### src/rtl/exc_pkg.sv
// Shared definitions for the exception controller: FSM encoding, CP0 register
// numbers, register field positions and exception cause codes.
package exc_pkg;

   typedef enum logic [1:0] {
      ST_IDLE  = 2'd0,
      ST_REDIR = 2'd1,
      ST_FLUSH = 2'd2
   } exc_state_t;

   // CP0 register numbers
   localparam logic [4:0] CP0_STATUS = 5'd12;
   localparam logic [4:0] CP0_CAUSE  = 5'd13;
   localparam logic [4:0] CP0_EPC    = 5'd14;

   // Field positions inside Status / Cause
   localparam int IM_LSB   = 10;
   localparam int IM_MSB   = 15;
   localparam int IP_LSB   = 10;
   localparam int IP_MSB   = 15;
   localparam int EXL_BIT  = 1;
   localparam int IE_BIT   = 0;
   localparam int CODE_LSB = 2;
   localparam int CODE_MSB = 6;

   // Exception cause codes
   localparam logic [4:0] EXC_INT = 5'd0;
   localparam logic [4:0] EXC_SYS = 5'd8;
   localparam logic [4:0] EXC_RI  = 5'd10;
   localparam logic [4:0] EXC_OV  = 5'd12;

endpackage

### src/rtl/exc_ctrl_cp0_regs.sv
// CP0 Status/Cause/EPC register file with MTC0 write port, hardware update
// ports (hardware wins on collision) and a combinational MFC0 read mux.
module cp0_regs
   import exc_pkg::*;
(
   input  logic        clk,
   input  logic        rst,
   input  logic [5:0]  int_in,
   input  logic        cp0_we,
   input  logic [4:0]  cp0_addr,
   input  logic [31:0] cp0_wdata,
   output logic [31:0] cp0_rdata,
   input  logic        hw_exl_we,
   input  logic        hw_exl_val,
   input  logic        hw_code_we,
   input  logic [4:0]  hw_code_val,
   input  logic        hw_epc_we,
   input  logic [31:0] hw_epc_val,
   output logic [5:0]  im,
   output logic        ie,
   output logic        exl,
   output logic [5:0]  ip,
   output logic [31:0] epc_val
);

   logic [5:0]  im_reg;
   logic        ie_reg;
   logic        exl_reg;
   logic [5:0]  ip_reg;
   logic [4:0]  code_reg;
   logic [31:0] epc_reg;

   logic wr_status;
   logic wr_epc;

   assign wr_status = cp0_we && (cp0_addr == CP0_STATUS);
   assign wr_epc    = cp0_we && (cp0_addr == CP0_EPC);

   // Register updates: IP samples the interrupt lines every cycle; hardware
   // writes to EXL/ExcCode/EPC take precedence over a same-cycle MTC0.
   always_ff @(posedge clk or posedge rst) begin
      if (rst) begin
         im_reg   <= '0;
         ie_reg   <= 1'b0;
         exl_reg  <= 1'b0;
         ip_reg   <= '0;
         code_reg <= '0;
         epc_reg  <= '0;
      end else begin
         ip_reg <= int_in;
         if (wr_status) begin
            im_reg <= cp0_wdata[IM_MSB:IM_LSB];
            ie_reg <= cp0_wdata[IE_BIT];
         end
         if (hw_exl_we)
            exl_reg <= hw_exl_val;
         else if (wr_status)
            exl_reg <= cp0_wdata[EXL_BIT];
         if (hw_code_we)
            code_reg <= hw_code_val;
         if (hw_epc_we)
            epc_reg <= hw_epc_val;
         else if (wr_epc)
            epc_reg <= cp0_wdata;
      end
   end

   // MFC0 read mux; unimplemented bits and registers read as zero.
   always_comb begin
      cp0_rdata = '0;
      case (cp0_addr)
         CP0_STATUS: begin
            cp0_rdata[IM_MSB:IM_LSB] = im_reg;
            cp0_rdata[EXL_BIT]       = exl_reg;
            cp0_rdata[IE_BIT]        = ie_reg;
         end
         CP0_CAUSE: begin
            cp0_rdata[IP_MSB:IP_LSB]     = ip_reg;
            cp0_rdata[CODE_MSB:CODE_LSB] = code_reg;
         end
         CP0_EPC: cp0_rdata = epc_reg;
         default: cp0_rdata = '0;
      endcase
   end

   assign im      = im_reg;
   assign ie      = ie_reg;
   assign exl     = exl_reg;
   assign ip      = ip_reg;
   assign epc_val = epc_reg;

endmodule

### src/rtl/exc_ctrl.sv
// Exception/return controller: prioritises exception, interrupt and ERET in
// IDLE, issues a one-cycle redirect to the PC mux and holds flush afterwards.
module exc_ctrl
   import exc_pkg::*;
#(
   parameter logic [31:0] EXC_VECTOR   = 32'h8000_0180,
   parameter int          FLUSH_CYCLES = 2
) (
   input  logic        clk,
   input  logic        rst,
   input  logic [31:0] pc_cur,
   input  logic        exc_req,
   input  logic [4:0]  exc_code,
   input  logic [5:0]  int_in,
   input  logic        eret,
   input  logic        cp0_we,
   input  logic [4:0]  cp0_addr,
   input  logic [31:0] cp0_wdata,
   output logic [31:0] cp0_rdata,
   output logic        is_exp,
   output logic [31:0] epc,
   output logic        flush
);

   localparam int CW = (FLUSH_CYCLES > 2) ? $clog2(FLUSH_CYCLES) : 1;
   localparam logic [CW-1:0] CNT_LAST = CW'((FLUSH_CYCLES > 1) ? FLUSH_CYCLES - 2 : 0);

   exc_state_t    state_reg, state_next;
   logic [CW-1:0] cnt_reg, cnt_next;
   logic [31:0]   target_reg, target_next;

   logic        take_exc, take_int, take_eret;
   logic [5:0]  im, ip;
   logic        ie, exl;
   logic [31:0] epc_cp0;
   logic        int_pend;

   assign int_pend = (|(ip & im)) & ie & ~exl;

   cp0_regs u_cp0 (
      .clk         (clk),
      .rst         (rst),
      .int_in      (int_in),
      .cp0_we      (cp0_we),
      .cp0_addr    (cp0_addr),
      .cp0_wdata   (cp0_wdata),
      .cp0_rdata   (cp0_rdata),
      .hw_exl_we   (take_exc | take_int | take_eret),
      .hw_exl_val  (~take_eret),
      .hw_code_we  (take_exc | take_int),
      .hw_code_val (take_exc ? exc_code : EXC_INT),
      .hw_epc_we   ((take_exc & ~exl) | take_int),
      .hw_epc_val  (pc_cur),
      .im          (im),
      .ie          (ie),
      .exl         (exl),
      .ip          (ip),
      .epc_val     (epc_cp0)
   );

   // State, flush counter and redirect target registers.
   always_ff @(posedge clk or posedge rst) begin
      if (rst) begin
         state_reg  <= ST_IDLE;
         cnt_reg    <= '0;
         target_reg <= '0;
      end else begin
         state_reg  <= state_next;
         cnt_reg    <= cnt_next;
         target_reg <= target_next;
      end
   end

   // Trigger priority (only in IDLE) and state sequencing.
   always_comb begin
      state_next  = state_reg;
      cnt_next    = cnt_reg;
      target_next = target_reg;
      take_exc    = 1'b0;
      take_int    = 1'b0;
      take_eret   = 1'b0;
      case (state_reg)
         ST_IDLE: begin
            if (exc_req)
               take_exc = 1'b1;
            else if (int_pend)
               take_int = 1'b1;
            else if (eret && exl)
               take_eret = 1'b1;
            if (take_exc || take_int) begin
               target_next = EXC_VECTOR;
               state_next  = ST_REDIR;
            end else if (take_eret) begin
               target_next = epc_cp0;
               state_next  = ST_REDIR;
            end
         end
         ST_REDIR: begin
            cnt_next   = '0;
            state_next = (FLUSH_CYCLES > 1) ? ST_FLUSH : ST_IDLE;
         end
         ST_FLUSH: begin
            if (cnt_reg == CNT_LAST)
               state_next = ST_IDLE;
            else
               cnt_next = cnt_reg + 1'b1;
         end
         default: state_next = ST_IDLE;
      endcase
   end

   assign is_exp = (state_reg == ST_REDIR);
   assign flush  = (state_reg != ST_IDLE);
   assign epc    = target_reg;

endmodule

### config.mk
export PLATFORM = sky130hd
export DESIGN_NAME = exc_ctrl
export DESIGN_NICKNAME = d
export VERILOG_FILES = /design/src/rtl/exc_pkg.sv /design/src/rtl/exc_ctrl_cp0_regs.sv /design/src/rtl/exc_ctrl.sv
export SDC_FILE = /design/constraint.sdc
export NUM_CORES = 1
export LEC_CHECK = 0
export CAP_MARGIN = 15
export CORE_ASPECT_RATIO = 2
export CORE_UTILIZATION = 40
export CTS_CLUSTER_SIZE = 12
export DETAILED_ROUTE_END_ITERATION = 10
export PLACE_DENSITY = 0.73
export SLEW_MARGIN = 20
export SYNTH_ARGS = -nofsm -noshare
export SYNTH_HDL_FRONTEND = slang
export SYNTH_SLANG_ARGS = --single-unit
### constraint.sdc
create_clock -name clk -period 3.48 [get_ports clk]
set_clock_uncertainty 0.2 [all_clocks]
set_input_delay 0.522 -clock clk [delete_from_list [all_inputs] [get_ports clk]]
set_output_delay 0.522 -clock clk [all_outputs]
set_load 0.1 [all_outputs]
# After elaboration in Yosys (flattened, before gate mapping)
# Cells that the tools add are included.
# op_classes
n_eq_ne	7
n_mux	30
n_addsub	1
n_reduce_logical	13
bitwise_logic	9
# ops
cell	count
$mux W32	4
$pmux W6 S3	1
$mux W16	1
$eq A5 B4 Y1 const B	3
$mux W1	15
$pmux W5 S2	1
$reduce_bool A2 Y1	5
$and A6 B6 Y6	1
$mux W2	3
$pmux W2 S3	1
$reduce_or A6 Y1	1
$mux W5	1
$pmux W2 S2	1
$reduce_and A2 Y1	2
$and A1 B1 Y1	3
$logic_and A1 B1 Y1	3
$mux W3	1
$ne A3 B2 Y1 const B	1
$or A1 B1 Y1	3
$eq A2 B1 Y1 const B	1
$eq A2 B2 Y1 const B	1
$logic_not A2 Y1	1
$ne A2 B2 Y1 const B	1
$not A1 Y1	2
other kinds (3)	3
# word_totals
reg_bits	86
in_bits	85

# Longest topological paths before layout
# Gate-level depths: netlist of the first run.
# logic_depth
word_depth	11
mapped_depth	6
ltp_nobuf	5

# Modules after synthesis
# Synthesis of the first run repeated with hierarchy kept, for this count alone.
# unflattened
cells_unflattened	392
hier_area_um2	4217.8
# modules_own_cells
mod	instances	cells_per_inst	seq_area_each_um2	area_each_um2
cp0_regs	1	261	1276.2	2662.6
exc_ctrl	1	131	850.8	1555.2

# Worst setup path before layout of the first run
# Ideal clock, no wire load.
# synth_path
path_kind	input to output
start	in cp0_addr[0]
end	out cp0_rdata[4]
setup_slack_ns	0.619
arrival_ns	2.139
stages	4
path_buffers	1
cell_sequence	nand3b_1 -> nor3b_1 -> clkbuf_1 -> a22o_1
# synth_between
elab_chain_len	2
word_cells_on_any_way	3
cone_classes	2 x eq/ne; 1 x mux
# synth_rtl
element	line	text
start, declared	exc_ctrl.sv:17	input logic [4:0] cp0_addr,
$eq A5 B4 Y1	exc_ctrl_cp0_regs.sv:71	case (cp0_addr)
$pmux W5 S2 *	exc_ctrl_cp0_regs.sv:71	
end, declared	exc_ctrl.sv:19	output logic [31:0] cp0_rdata,
# Every way passes the cells marked *; elsewhere a longest branch is shown, timed or not.

# Worst setup path in the final report of the first run
# layout_path
start	in cp0_addr[4]
end	out cp0_rdata[14]
# layout_between
elab_chain_len	2
word_cells_on_any_way	4
cone_classes	3 x eq/ne; 1 x mux
# layout_rtl
element	line
$eq A5 B4 Y1	exc_ctrl_cp0_regs.sv:71
$pmux W6 S3 *	exc_ctrl_cp0_regs.sv:71
# Marks and branches as above.

==> flow_summary.yaml, run 1 <==
status:
  status: "complete, no violations"
clocking:
  cts_root_buf: "clkbuf_16"
  cts_buffers: 9
  clk_latency_ns: 0.34
  cts_tree: "yes"
  post-cts-setup-buffer-count: 0
  hold_buffers: 0
  cts_buffer_depth: 2
  htree_levels: 3
  clk_pin_slew_worst_paths_ns: 0.06
  cts-resized-gates: 0
  cts_sinks: 85
placed_design:
  dp_hpwl_microns: 8520
  port_buffers: 150
  dp.cells: 562
  place_congestion: 0.8406
global_route:
  gr-total-overflow: 0
  grt_pass1_vias: 3422
  grt.total_usage_pct: 22.96
  grt_pass1_wl_microns: 17620
  grt_max_degree: 44
  antenna_found_initial: 0
setup_path:
  crit_path_start_kind: "input pin"
  cp_top_family: "simple AND/OR/NAND/NOR gates"
  worst-path-buf-inv: 2
  slowest_delay_ns: 0.57
  rrSetupSlack_ns: 1.35
  critPathKind: "input pin to output port"
  end_kind: "output port"
  r2r-end: "epc[6]"
  slowest_stage: "and4_1"
  path_max_fanout: 11
  worstPathArrival_ns: 2.21
  worstReg2RegStart: "u_cp0.im[4]"
  crit_path_cell_trace: "clkdlybuf4s50_1 > nor2_1 > and4_1 > a22oi_1 > nand2_1 > buf_12"
  worstPathRequired_ns: 2.76
  r2r_cells: 5
synth:
  yosys_warnings: 0
  syn-cell-area_sq_mm: 0.004046
  yosys.area.top_type: "dfrtp_1"
  synth.distinct_cells: 29
  synthTopCellsByArea: "dfrtp_1 (53%), mux2_4 (22%), a22o_1 (8.9%), and2_1 (3.1%), mux2_2 (3.1%)"
  synth.top_cell.area_share_pct: 52.57
  synth_edf_count: 0
  synth_most_common_cell: "dfrtp_1"
  syn_avg_cell_area_sq_um: 14.25
  ys_async_sr_fraction_pct: 100.0
  seq_area_frac_synth_pct: 52.57
  synth_cells: 284
  netlist_top_cells_count: "dfrtp_1 (85), mux2_4 (60), a22o_1 (41), and2_1 (20), nand2_1 (13)"
  ys_ff_latch: 85
  syn_nets: 369
  synth_ff_type: "dfrtp_1"
drt:
  wl_per_cell_microns: 19.77
  drtIter0Drc: 145
  drcViolationCount: 0
  routed_via_density: 5.291
  wirelength_microns: 11430
  routed-via-count: 3058
  drt_pre_antenna_iters: 6
  postRouteAntennaNets: 0
sta:
  fin_crit_sh_pct: 84.27
  setup_violations: 0
  period_needed_ns: 2.933
  slew_headroom_pct: 32.63
  rsz0062_at_grt: "false"
  worst_pin_slew_ns: 1.007
  slew_viol_final: 0
  fmax_mhz: 341.0
  finalHoldViolCount: 0
  fin_setup_tns_ns: 0
die:
  ios: 151
  row_count: 51
  core_area_sq_mm: 0.009763
  die_width_microns: 73.12
  initial_utilization_pct: 41.45
  fp.dieH_microns: 144.2
  dieArea_sq_mm: 0.01055
finish:
  fin_cells: 578
  final_core_util_pct: 64.92
  fill_cells: 728
  multi_input_area_sq_mm: 0.001819
  drive_above_1_share_pct: 33.18
  final-seq-area_sq_mm: 0.002127
  syn2layout_area_growth_pct: 56.65
  diodes: 0
  final_nets: 526
worst_hold_path:
  hold_end: "state_reg[1]"
  hold_depth: 1
  hp-class: "flop to flop"
  hp-start: "state_reg[1]"
power:
  vdd.ir_drop.worst_mv: 0.5302
  powerDensity_mw_per_mm2: 949.8
  leakage_uw: 0.002867
  p_total_uw: 6021
job:
  drv_cap: 0
-- per-layer routing --
| metal | vias up | GRT usage [%] | part of all wire, % | wire (microns) |
|---|---|---|---|---|
| met5 | - | 0 | 0 | 0 |
| met1 | 1537 | 23.38 | 35 | 4039 |
| met4 | 0 | 16.00 | 6.0 | 686 |
| met2 | 124 | 41.28 | 54 | 6210 |
| met3 | 38 | 3.833 | 4.3 | 490 |
| li1 | 1359 | - | - | - |
-- per-stage QoR --
step           hold slack, ns  area [sq um]  setup slack (ns)
3_5_place_dp           0.2541          6022            0.5720
3_3_place_gp           0.2396          6022            0.6689
4_1_cts                0.2810          6339            0.5727
5_1_grt                0.3070          6339            0.4360
6_report               0.2758          6339            0.5474
2_1_floorplan          0.2259          4046            0.5645
-- cells in the final DEF (no fill, tap or decap), types with 2 or more instances in the layout --
cell type	instances
nor2_1	2
mux2_4	60
buf_12	32
o22a_1	3
nor2b_1	3
clkdlybuf4s50_1	108
nand2_1	13
clkinvlp_4	3
a22oi_1	9
inv_1	3
clkbuf_16	9
and2_1	20
a22o_1	41
clkinv_2	2
buf_4	23
mux2_2	11
dfrtp_1	85
bufinv_16	2
-- logic make-up (layout without fill, tap and decap cells) --
logic type	after synthesis	after routing	share of synthesized area [%]
DFF	85	85	52.57
muxes	72	72	25.57
AOI/OAI and AO/OA	58	58	12.15
and+or+nand+nor	48	48	6.680
buffers and inverters	21	183	3.030
-- where the power goes --
group,switching [uW],leakage [uW],internal (uW)
sequential,325,0.00106,1430
combinational,2080,0.00167,1190
clock,380,0.000145,627
total,2780,0.00287,3240
-- layout make-up --
| class | instances | share of cell area, % |
|---|---|---|
| Clock buffer | 10 | 3.612 |
| Sequential cell | 85 | 33.56 |
| Multi-Input combinational cell | 178 | 28.70 |
| Tap cell | 132 | 2.606 |
| Inverter | 4 | 0.2566 |
| Timing Repair Buffer | 163 | 29.89 |
| Clock inverter | 6 | 1.382 |
-- worst max-delay path by stage --
stage / from / cells past startpoint / end / slack [ns]
after detailed placement: cp0_addr[4] / 6 / cp0_rdata[12] / 0.57
after global routing: cp0_addr[4] / 6 / cp0_rdata[15] / 0.44
after global placement: cp0_addr[4] / 6 / cp0_rdata[14] / 0.67
after floorplan: rst / 1 / epc[0] / 0.56
after CTS: cp0_addr[4] / 6 / cp0_rdata[12] / 0.57
final: cp0_addr[4] / 6 / cp0_rdata[14] / 0.55
No activity file was read; power rests on OpenSTA's default activity.
==> inputs of run 2 (changes only) <==
--- a/config.mk
+++ b/config.mk
@@ -10,7 +10,7 @@
 export CORE_UTILIZATION = 40
 export CTS_CLUSTER_SIZE = 12
 export DETAILED_ROUTE_END_ITERATION = 10
-export PLACE_DENSITY = 0.73
+export PLACE_DENSITY = 0.76
 export SLEW_MARGIN = 20
 export SYNTH_ARGS = -nofsm -noshare
 export SYNTH_HDL_FRONTEND = slang
==> constraint.sdc (replaced) <==
create_clock -name clk -period 2.6 [get_ports clk]
set_clock_uncertainty 0.2 [all_clocks]
set_input_delay 0.39 -clock clk [delete_from_list [all_inputs] [get_ports clk]]
set_output_delay 0.39 -clock clk [all_outputs]
set_load 0.1 [all_outputs]
==> run 2 against run 1 <==
Final cell count grew 0.17%; register-to-register slack got worse by 0.82 ns; die area unchanged; total power up 33%; utilization increased by 0.064 points; non-clock buffer count is the same; clock power up 33%.
==> flow_summary.yaml, run 2 (synthesis gave the netlist of run 1 again) <==
setup_path:
  worstPathRequired_ns: 2.01
  worstReg2RegStart: "u_cp0.im[2]"
  worstSetupEndpoint: "cp0_rdata[0]"
  end_kind: "output port"
  cp-startpoint: "cp0_addr[0]"
  critPathKind: "input pin to output port"
  r2r-end: "u_cp0.epc_val[30]"
  path_max_fanout: 17
  r2r_cells: 5
  crit_path_start_kind: "input pin"
  worstPathArrival_ns: 1.93
  rrSetupSlack_ns: 0.53
finish:
  drive_above_1_share_pct: 38.79
  final_common_cell: "dfrtp_1"
  syn2layout_area_growth_pct: 56.80
  final_nets: 526
  final_cell_mix: "dfrtp_1 (85), clkdlybuf4s50_1 (84), mux2_4 (60)"
  final_core_util_pct: 64.99
  stdcell_area_sq_mm: 0.006345
clocking:
  hold_buffers: 0
  post-cts-setup-buffer-count: 0
  clk_latency_ns: 0.34
  cts_tree: "yes"
  cts-resized-gates: 0
  cts_buffers: 9
  cts_sinks: 85
  cts_root_buf: "clkbuf_16"
  htree_levels: 3
  clk_pin_slew_worst_paths_ns: 0.06
  cts_buffer_depth: 2
drt:
  drt_pre_antenna_iters: 4
  postRouteAntennaNets: 0
  drcViolationCount: 0
  drtIter0Drc: 120
  routed_via_density: 5.157
  wl_per_cell_microns: 19.26
  wirelength_microns: 11150
  routed-via-count: 2986
global_route:
  gr-total-overflow: 0
  met3_usage_pct: 4.181
  busiest_layer: "met2"
  grt_pass1_vias: 3277
  grt_max_degree: 74
  grt.total_usage_pct: 22.71
  grt_use_met2_pct: 41.57
  use_met1_pct: 24.44
  grt_pass1_wl_microns: 17320
  antenna_found_initial: 1
sta:
  worst_pin_slew_ns: 0.5106
  slew_viol_final: 0
  slew_headroom_pct: 65.73
  setup_violations: 0
  whs_ns: 0.1567
  fin_crit_sh_pct: 97.10
  rsz0062_at_grt: "false"
  fmax_mhz: 396.1
  period_needed_ns: 2.525
  fin_setup_tns_ns: 0
  finalHoldViolCount: 0
placed_design:
  placed_cell_area_sq_mm: 0.006027
  place_congestion: 0.7671
  dp_hpwl_microns: 8355
  port_buffers: 150
worst_hold_path:
  hp-class: "input pin to async pin"
power:
  p_clk_share_pct: 16.8
  switching_share_pct: 46.47
  p_comb_share_pct: 54.0
  leakage_uw: 0.002931
  p_seq_share_pct: 29.2
  powerDensity_mw_per_mm2: 1260
  intPower_uw: 4279
  vdd.ir_drop.worst_mv: 0.7482
  p_switching_uw: 3715
die:
  die_width_microns: 73.12
  fp.dieH_microns: 144.2
  core_area_sq_mm: 0.009763
  row_count: 51
  ios: 151
  initial_utilization_pct: 41.45
  dieArea_sq_mm: 0.01055
job:
  drv_cap: 0
status:
  status: "complete, no violations"
==> run 2: cell count changes in the layout (fill, tap and decap cells not counted) <==
cell             before  now
diode_2               0    1
buf_12               32   37
buf_4                23   42
clkinv_2              2    3
clkbuf_1              1    0
clkdlybuf4s50_1     108   84
==> run 2: layer usage <==
metal	part of all wire (%)	vias to the layer above
met4	3.2	0
met2	57	105
met3	3.8	18
met1	36	1506
met5	0	-
li1	-	1357
==> run 2: metrics by stage <==
| stage | worst slack (ns) | cells | total power (uW) |
|---|---|---|---|
| final | 0.07535 | 579 | 7993 |
| after global routing | 0.002230 | 579 | 8321 |
| after CTS | 0.05917 | 578 | 8048 |
| after detailed placement | 0.06328 | 562 | 6672 |
| after global placement | 0.1187 | 562 | 6587 |
| after floorplan | 0.003381 | 284 | 5599 |
==> run 2: power by group through the flow <==
| stage | Sequential [uW] | Clock (uW) | Combinational, uW |
|---|---|---|---|
| 3_5_place_dp | 2350 | 0 | 4320 |
| 5_1_grt | 2410 | 1430 | 4480 |
| 6_report | 2340 | 1340 | 4310 |
| 3_3_place_gp | 2320 | 0 | 4260 |
| 2_1_floorplan | 4000 | 0 | 1600 |
| 4_1_cts | 2340 | 1370 | 4340 |
==> run 2: worst min-delay path by stage <==
stage,to,depth (start not counted)
floorplan,u_cp0.ip[0],0
global placement,state_reg[1],1
detailed placement,state_reg[1],1
CTS,u_cp0.epc_val[9],2
global route,u_cp0.epc_val[9],2
finish,u_cp0.epc_val[9],2
==> run 2: final cells by class <==
| cell class | count | area [sq um] |
|---|---|---|
| diodes | 1 | 2.502 |
| clock buffers | 9 | 225.2 |
| clock inverters | 7 | 90.09 |
| fillers | 732 | 3418 |
| inverters | 4 | 18.77 |
| multi-input cells | 178 | 1819 |
| flip-flops and latches | 85 | 2127 |
| well taps | 132 | 165.2 |
| repair buffers | 163 | 1897 |
==> run 2: worst max-delay path, cell delays in order <==
cell	delay, ns
clkdlybuf4s50_1	0.42
nand3b_1	0.21
nor3b_2	0.23
buf_4	0.23
a22o_1	0.25
buf_12	0.20
==> inputs of run 3 (changes only) <==
--- a/config.mk
+++ b/config.mk
@@ -11,6 +11,7 @@
 export CTS_CLUSTER_SIZE = 12
 export DETAILED_ROUTE_END_ITERATION = 10
 export PLACE_DENSITY = 0.76
+export SETUP_SLACK_MARGIN = 0.02
 export SLEW_MARGIN = 20
 export SYNTH_ARGS = -nofsm -noshare
 export SYNTH_HDL_FRONTEND = slang
==> run 3 against run 2 <==
Register-to-register slack lost 0.04 ns; non-clock buffer count rose by 1; sequential share of layout area about the same; clock-buffer cell count rose by 3; first-iteration DRC count rose by 22%; worst hold slack better by 0.12 ns; largest power group unchanged; wire length is 1.7% higher; critical path type unchanged; flip-flop and latch count unchanged; sequential power is essentially flat; critical path depth unchanged.
==> flow_summary.yaml, run 3 (synthesis gave the netlist of run 1 again) <==
status:
  status: "complete, no violations"
finish:
  final_common_cell: "dfrtp_1"
  diodes: 0
  drive_above_1_share_pct: 41.35
  final_cell_mix: "dfrtp_1 (85), clkdlybuf4s50_1 (84), mux2_4 (60)"
  final_nets: 527
  syn2layout_area_growth_pct: 56.83
  final_core_util_pct: 65.00
clocking:
  cts_tree: "yes"
  cts_buffer_depth: 2
  clk_pin_slew_worst_paths_ns: 0.06
  hold_buffers: 0
  clk_latency_ns: 0.33
  cts_sinks: 85
  cts_root_buf: "clkbuf_16"
  post-cts-setup-buffer-count: 0
  cts-resized-gates: 0
  cts_buffers: 9
  htree_levels: 3
power:
  switching_share_pct: 46.71
  p_switching_uw: 3687
  powerDensity_mw_per_mm2: 1244
  vdd.ir_drop.worst_mv: 0.7649
  leakage_uw: 0.002938
  p_seq_share_pct: 29.8
  intPower_uw: 4207
  p_comb_share_pct: 54.6
  p_clk_share_pct: 15.6
setup_path:
  worstReg2RegStart: "u_cp0.ip[5]"
  r2r_cells: 5
  worstPathRequired_ns: 2.01
  cp-startpoint: "cp0_addr[0]"
  worstPathArrival_ns: 1.89
  crit_path_start_kind: "input pin"
  end_kind: "output port"
  critPathKind: "input pin to output port"
  r2r-end: "u_cp0.epc_val[30]"
  rrSetupSlack_ns: 0.49
  path_max_fanout: 17
drt:
  drtIter0Drc: 146
  routed_via_density: 5.248
  postRouteAntennaNets: 0
  drt_pre_antenna_iters: 4
  drcViolationCount: 0
  wirelength_microns: 11340
  routed-via-count: 3028
  wl_per_cell_microns: 19.65
die:
  fp.dieH_microns: 144.2
  initial_utilization_pct: 41.45
  core_area_sq_mm: 0.009763
  dieArea_sq_mm: 0.01055
  ios: 151
  die_width_microns: 73.12
  row_count: 51
placed_design:
  port_buffers: 150
  dp_hpwl_microns: 8610
  place_congestion: 0.8028
  pre_cts_ws_ns: 0.09693
global_route:
  antenna_found_initial: 0
  grt_pass1_vias: 3338
  gr-total-overflow: 0
  grt_pass1_wl_microns: 17300
  grt_max_degree: 31
  grt.total_usage_pct: 22.62
sta:
  slew_headroom_pct: 54.43
  fin_setup_tns_ns: 0
  slew_viol_final: 0
  worst_pin_slew_ns: 0.6821
  fmax_mhz: 403.4
  final.setup.worst_slack_ns: 0.1213
  fin_crit_sh_pct: 95.34
  rsz0062_at_grt: "true"
  setup_violations: 0
  period_needed_ns: 2.479
  finalHoldViolCount: 0
worst_hold_path:
  hp-class: "flop to flop"
  hp-start: "state_reg[1]"
  hold_end: "state_reg[1]"
  hold_depth: 1
job:
  drv_cap: 0
## run 3: cell types whose count changed in the layout (fill, tap and decap cells not counted), sizes merged
cell / change
diode: -1
bufinv: -1
clkbuf: +3
clkinvlp: -2
clkinv: -2
buf: +1
## run 3: power by group through the flow
stage / combinational, uW / sequential (uW) / clock (uW)
after floorplan: 1600 / 4000 / 0
after global placement: 4250 / 2330 / 0
after detailed placement: 4320 / 2360 / 0
after CTS: 4330 / 2350 / 1260
after global routing: 4460 / 2420 / 1310
final: 4310 / 2350 / 1230
## run 3: cell type report
cell class | count | area [sq um]
Sequential cell | 85 | 2127
Clock inverter | 2 | 35.03
Timing Repair Buffer | 164 | 1917
Tap cell | 132 | 165.2
Clock buffer | 12 | 246.5
Fill cell | 753 | 3417
Inverter | 4 | 18.77
Multi-Input combinational cell | 178 | 1837
## run 3: critical path: stages
cell and delay, ns:
clkdlybuf4s50_1 0.42, nand3b_1 0.20, nor3b_2 0.22, buf_4 0.25, and2_1 0.21, buf_12 0.19
## run 3: worst max path at each step
stage,slack [ns],endpoint
after global placement,0.14,u_cp0.epc_val[29]
after detailed placement,0.1,u_cp0.epc_val[29]
after floorplan,0.06,cp0_rdata[17]
final,0.12,cp0_rdata[20]
after global routing,0.01,cp0_rdata[3]
after CTS,0.11,cp0_rdata[3]
## run 3: stage by stage
stage	instance area [sq um]	hold slack [ns]	total power [uW]	cells
2_1_floorplan	4068	0.2214	5601	284
3_3_place_gp	6065	0.2409	6587	563
3_5_place_dp	6065	0.2492	6682	563
4_1_cts	6346	0.2856	7938	577
5_1_grt	6346	0.3035	8199	577
6_report	6346	0.2795	7893	577
## run 3: per-layer routing
metal  vias to the layer above  track usage, %  part of all wire (%)
met1                      1542           22.74                    34
met5                         -               0                     0
met3                        20           3.136                   3.7
met2                       107           43.23                    59
met4                         0           11.97                   3.5
li1                       1359               -                     -
